$ cat src/rtl/neo_frame_ctrl.sv
// neo_frame_ctrl: frame sequencer and NEO spike detector.
// Streams one frame of M signed samples from a synchronous sample memory,
// computes psi[n] = x[n]^2 - x[n-1]*x[n+1] for n = 1..M-2 with one shared
// signed multiplier (x[n]^2 in SQ, x[n-1]*x[n+1] in CROSS), and flags
// spikes where psi exceeds a latched threshold, with a refractory hold-off.
//
//   state   | meaning
//   --------+-----------------------------------------------------------
//   S_IDLE  | waiting for start; threshold latched on accepted start
//   S_FETCH | read request for the sample at the sample counter
//   S_LOAD  | shift returned sample into the 3-sample window
//   S_SQ    | acc <= x_cur * x_cur
//   S_CROSS | psi = acc - x_prev * x_next, spike decision, output strobe
//   S_DONE  | one-cycle done pulse, back to idle
module neo_frame_ctrl #(
    parameter int N     = 16,
    parameter int M     = 16,
    parameter int REF   = 2,
    parameter int CNT_W = 8
) (
    input  logic                    Clk,
    input  logic                    reset,
    input  logic                    start,
    input  logic                    abort,
    input  logic signed [2*N:0]     threshold,
    output logic                    mem_rd_en,
    output logic [$clog2(M)-1:0]    mem_addr,
    input  logic signed [N-1:0]     mem_rdata,
    output logic                    neo_valid,
    output logic signed [2*N:0]     neo_out,
    output logic                    spike,
    output logic [$clog2(M)-1:0]    spike_idx,
    output logic [CNT_W-1:0]        spike_count,
    output logic                    busy,
    output logic                    done
);

    localparam int ADDR_W = $clog2(M);
    // one extra bit so the sample counter can reach M itself
    localparam int SC_W   = ADDR_W + 1;
    localparam int REF_W  = (REF > 0) ? $clog2(REF + 1) : 1;

    generate
        if (M < 3) begin : g_bad_m
            $error("neo_frame_ctrl: M must be at least 3");
        end
    endgenerate

    typedef enum logic [2:0] {
        S_IDLE  = 3'd0,
        S_FETCH = 3'd1,
        S_LOAD  = 3'd2,
        S_SQ    = 3'd3,
        S_CROSS = 3'd4,
        S_DONE  = 3'd5
    } state_t;

    state_t state, state_nxt;

    logic signed [2*N:0]   thr;
    logic signed [N-1:0]   x_prev, x_cur, x_next;
    logic signed [2*N-1:0] acc;
    logic [SC_W-1:0]       scnt;
    logic [REF_W-1:0]      refr;

    logic signed [N-1:0]   mul_a, mul_b;
    logic signed [2*N-1:0] prod;
    logic signed [2*N:0]   diff;
    logic                  hit;

    // state register
    always_ff @(posedge Clk or negedge reset) begin
        if (!reset) begin
            state <= S_IDLE;
        end else begin
            state <= state_nxt;
        end
    end

    // next-state decode; abort overrides every transition out of a busy state
    always_comb begin
        state_nxt = state;
        case (state)
            S_IDLE:  if (start) state_nxt = S_FETCH;
            S_FETCH: state_nxt = S_LOAD;
            // scnt is the count before this load; the window is full at 3
            S_LOAD:  state_nxt = (scnt >= SC_W'(2)) ? S_SQ : S_FETCH;
            S_SQ:    state_nxt = S_CROSS;
            S_CROSS: state_nxt = (scnt < SC_W'(M)) ? S_FETCH : S_DONE;
            S_DONE:  state_nxt = S_IDLE;
            default: state_nxt = S_IDLE;
        endcase
        if (abort && (state != S_IDLE)) state_nxt = S_IDLE;
    end

    // shared multiplier operand select and psi / spike decision
    always_comb begin
        mul_a = x_prev;
        mul_b = x_next;
        if (state == S_SQ) begin
            mul_a = x_cur;
            mul_b = x_cur;
        end
        prod = mul_a * mul_b;
        diff = {acc[2*N-1], acc} - {prod[2*N-1], prod};
        hit  = (refr == '0) && (diff > thr);
    end

    // window, accumulator, counters and registered results
    always_ff @(posedge Clk or negedge reset) begin
        if (!reset) begin
            thr         <= '0;
            x_prev      <= '0;
            x_cur       <= '0;
            x_next      <= '0;
            acc         <= '0;
            scnt        <= '0;
            refr        <= '0;
            neo_valid   <= 1'b0;
            neo_out     <= '0;
            spike       <= 1'b0;
            spike_idx   <= '0;
            spike_count <= '0;
        end else begin
            neo_valid <= 1'b0;
            case (state)
                S_IDLE: begin
                    if (start) begin
                        thr         <= threshold;
                        spike_count <= '0;
                        refr        <= '0;
                        scnt        <= '0;
                    end
                end
                S_LOAD: begin
                    x_prev <= x_cur;
                    x_cur  <= x_next;
                    x_next <= mem_rdata;
                    scnt   <= scnt + SC_W'(1);
                end
                S_SQ: begin
                    acc <= prod;
                end
                S_CROSS: begin
                    // an abort landing on CROSS produces no further output
                    if (!abort) begin
                        neo_out   <= diff;
                        spike_idx <= scnt[ADDR_W-1:0] - ADDR_W'(2);
                        neo_valid <= 1'b1;
                        spike     <= hit;
                        if (hit) begin
                            refr <= REF_W'(REF);
                            if (spike_count != '1) spike_count <= spike_count + CNT_W'(1);
                        end else if (refr != '0) begin
                            refr <= refr - REF_W'(1);
                        end
                    end
                end
                default: ;
            endcase
        end
    end

    assign mem_rd_en = (state == S_FETCH);
    assign mem_addr  = mem_rd_en ? scnt[ADDR_W-1:0] : '0;
    assign busy      = (state == S_FETCH) || (state == S_LOAD) ||
                       (state == S_SQ)    || (state == S_CROSS);
    assign done      = (state == S_DONE);

endmodule

$ cat config.mk
export PLATFORM = sky130hd
export DESIGN_NAME = neo_frame_ctrl
export DESIGN_NICKNAME = d
export VERILOG_FILES = /design/src/rtl/neo_frame_ctrl.sv
export SDC_FILE = /design/constraint.sdc
export NUM_CORES = 1
export LEC_CHECK = 0
export BUFFER_PORTS_ARGS = -buffer_cell sky130_fd_sc_hd__buf_2
export CAP_MARGIN = 20
export CORE_MARGIN = 4
export CORE_UTILIZATION = 64
export DETAILED_ROUTE_END_ITERATION = 10
export PLACE_DENSITY = 0.83
export SKIP_CTS_REPAIR_TIMING = 1
export SLEW_MARGIN = 15
export SYNTH_ARGS = -nofsm -noshare
export SYNTH_HDL_FRONTEND = slang
export SYNTH_SLANG_ARGS = --single-unit
$ cat constraint.sdc
create_clock -name Clk -period 13.1 [get_ports Clk]
set_clock_uncertainty 0.15 [all_clocks]
set_input_delay 0 -clock Clk [delete_from_list [all_inputs] [get_ports Clk]]
set_output_delay 0 -clock Clk [all_outputs]
set_load 0.05 [all_outputs]
==> reports/results.ini <==
[layout]
layout-drive-gt1-share_pct=8.68
layout.cells.non_filler=2785
finish.instance_area_um2=21400
n_antenna_cell=0
area_growth_pct=10.8
layout.nets=2851
fillerInstances=2213

[worst_setup_path]
crit-reg2reg-launch=state[2]$_DFFE_PN0P_
worst_path_max_delay_cell=dfrtp_1
crit_path_end_kind=flip-flop
critPathMostFrequentCell=fa_1
worst-endpoint-required_ps=13280
path_max_fanout=22
r2r_setup_slack_ps=710
start_kind=flip-flop
crit_path_start=state[2]$_DFFE_PN0P_
critPathMaxStageDelay_ps=590
timing.setup.critical_path_class=flip-flop to flip-flop
worstPathArrival_ps=12570

[timing]
max-slew-margin-rel_pct=38.1
holdWs_ps=87.2
layout_min_cycle_time_ps=12390
final.period_utilization_pct=94.6
rsz0062_at_grt=false
drv_slew=0
final_hold_viol_count=0
setup_tns_ps=0
max_slew.worst_pin.slew_ps=929
setup_viol=0
maxClockFrequency_mhz=80.7

[clock_network]
cts_inserted_buffers=17
tritoncts=built
clock_insertion_delay_worst_skew_ps=450
cts_root_buffer=clkbuf_16
max-clock-path-buffers=2
clock_tree_sinks=170
clkTransAtPathRegs_ps=70
h_tree_depth=4

[yosys]
postSynthAreaPerCell_um2=8.59
ys_async_sr_fraction_pct=100
post_synthesis_register_bit_count=170
number_of_flops_mapped_to_enable_cells_by_yosys=0
synthesis_warning_total=0
netlist_instances=2252
synthesis.nets=2721
synth_cell_types=70
flip_flop_cell_with_the_highest_count_after_synthesis=dfrtp_1
post_synthesis_cell_area_um2=19300
sequential_cell_area_fraction_in_the_yosys_report_pct=22.0

[detailed_routing]
first_pass_drt_iterations=5
routed_wirelength_mm=51.2
route.vias.total=16100
drtIter0Drc=1267
antenna_violating_nets_post_route=0
wl_per_cell_um=18.4
vias_per_cell=5.79
remaining_drc_errors=0

[die]
die_w_um=182
placeable_area_um2=29700
die_area_um2=33100
std_cell_rows=63
initial_utilization_pct=65.1
design.portCount=107
floorplan.die.height_um=182

[placement]
gp_congestion=0.993
post-dp-hpwl_mm=39.4
place_inst=2700
place.port_buffers=106
placement.cell_area_um2=20300

[global_route]
grt_pass1_wl_mm=82.6
global_route.usage.total_pct=31.1
pin_count_of_the_biggest_net_entering_global_routing=103
via_count_of_the_first_global_routing_pass=16500
grt-ovfl-total=0
grt_antenna_before_repair=1

[run]
maxCapViolCount=0

[outcome]
status=completed

[min_path]
holdCritPathClass=primary input to asynchronous set/reset pin

==> per-layer routing <==
| layer | vias up | share of wire, % | track usage, % |
|---|---|---|---|
| met1 | 7890 | 39 | 40.4 |
| li1 | 7364 | - | - |
| met4 | 4 | 3.9 | 9.55 |
| met3 | 175 | 8.3 | 8.33 |
| met5 | - | 0.053 | 0 |
| met2 | 689 | 48 | 51.4 |
==> placed cells by master, fill, tap and decap left out, drive strengths merged, types with 15 or more instances in the layout <==
cell / Yosys / layout
nand2b: 15 / 15
xnor2: 40 / 40
a21oi: 97 / 97
xor2: 21 / 21
mux2: 15 / 15
nand2: 478 / 478
and2: 20 / 20
clkbuf: 68 / 17
nor3: 20 / 20
a21o: 46 / 46
nor2: 170 / 170
dlygate4sd3: 0 / 52
dfrtp: 170 / 170
inv: 369 / 378
o21ai: 116 / 116
nand3: 28 / 28
fa: 263 / 263
ha: 153 / 153
buf: 9 / 137
==> cells in the mapped netlist, drive strengths merged (12+ instances only) <==
master  count  area share (%)
nand2     478             9.3
inv       369             7.2
fa        263              27
dfrtp     170              22
nor2      170             3.3
ha        153             9.9
o21ai     116             3.0
a21oi      97             2.5
clkbuf     68             1.4
a21o       46             1.8
xnor2      40             1.8
nand3      28            0.72
xor2       21            0.95
and2       20            0.65
nor3       20            0.52
mux2       15            0.87
nand2b     15            0.49
o21a       12            0.47
==> state kept, by name, indices dropped and copies added (netlist names) <==
signal / cells
neo_out: 33
thr: 33
acc: 32
x_cur: 16
x_next: 16
x_prev: 16
spike_count: 8
scnt: 5
spike_idx: 4
state: 3
refr: 2
neo_valid: 1
spike: 1
==> logic make-up (layout without fill, tap and decap cells) <==
logic type / count (synthesis) / count (layout) / share of synthesized area [%]
muxes: 18 / 18 / 1.03
xor gates and xnor gates: 61 / 61 / 2.76
buffers and inverters: 447 / 590 / 8.86
AOI/OAI and AO/OA: 342 / 342 / 10.9
DFF: 170 / 170 / 22.0
and+or+nand+nor: 797 / 797 / 17.3
adders and majority gates: 417 / 417 / 37.2
==> final timing paths <==
| check | to | cells after the start |
|---|---|---|
| worst max-delay path | spike_count[7]$_DFFE_PN0P_ | 43 |
| worst min-delay path | neo_valid$_DFF_PN0_ | 2 |
| worst max register to register | spike_count[7]$_DFFE_PN0P_ | 43 |
| worst min register to register | neo_out[13]$_DFFE_PN0P_ | 2 |
| max in group asynchronous | acc[3]$_DFFE_PN0P_ | 3 |
| min in group Clk | thr[0]$_DFFE_PN0P_ | 4 |
==> stage by stage <==
step           setup WS [ps]  utilization [%]
2_1_floorplan           2110                -
3_3_place_gp             965             68.2
3_5_place_dp             649             68.2
4_1_cts                  519             70.2
5_1_grt                 13.8             72.1
6_report                 707             72.1
==> worst max-delay path, delay by kind of cell, from the launching register on <==
family / cells / cell delay, ps
AO/OA/AOI/OAI: 13 / 3630
AND/OR/NAND/NOR: 14 / 2770
XOR/XNOR: 1 / 150
adder cells (fa/ha/maj): 9 / 4090
multiplexers: 1 / 130
flip-flops: 1 / 590
buffers and inverters: 5 / 740
==> layout make-up <==
cell class	count	area (µm²)	share of cell area (%)
multi-input cells	1635	13400	62.6
flip-flops and latches	170	4250	19.9
inverters	369	1390	6.47
repair buffers	189	1300	6.06
well taps	390	488	2.28
clock buffers	17	425	1.99
clock inverters	15	154	0.719
Power is left out: the tool's default activity adds up to more than one toggle a clock period on the data nets, which glitch-free logic cannot reach.
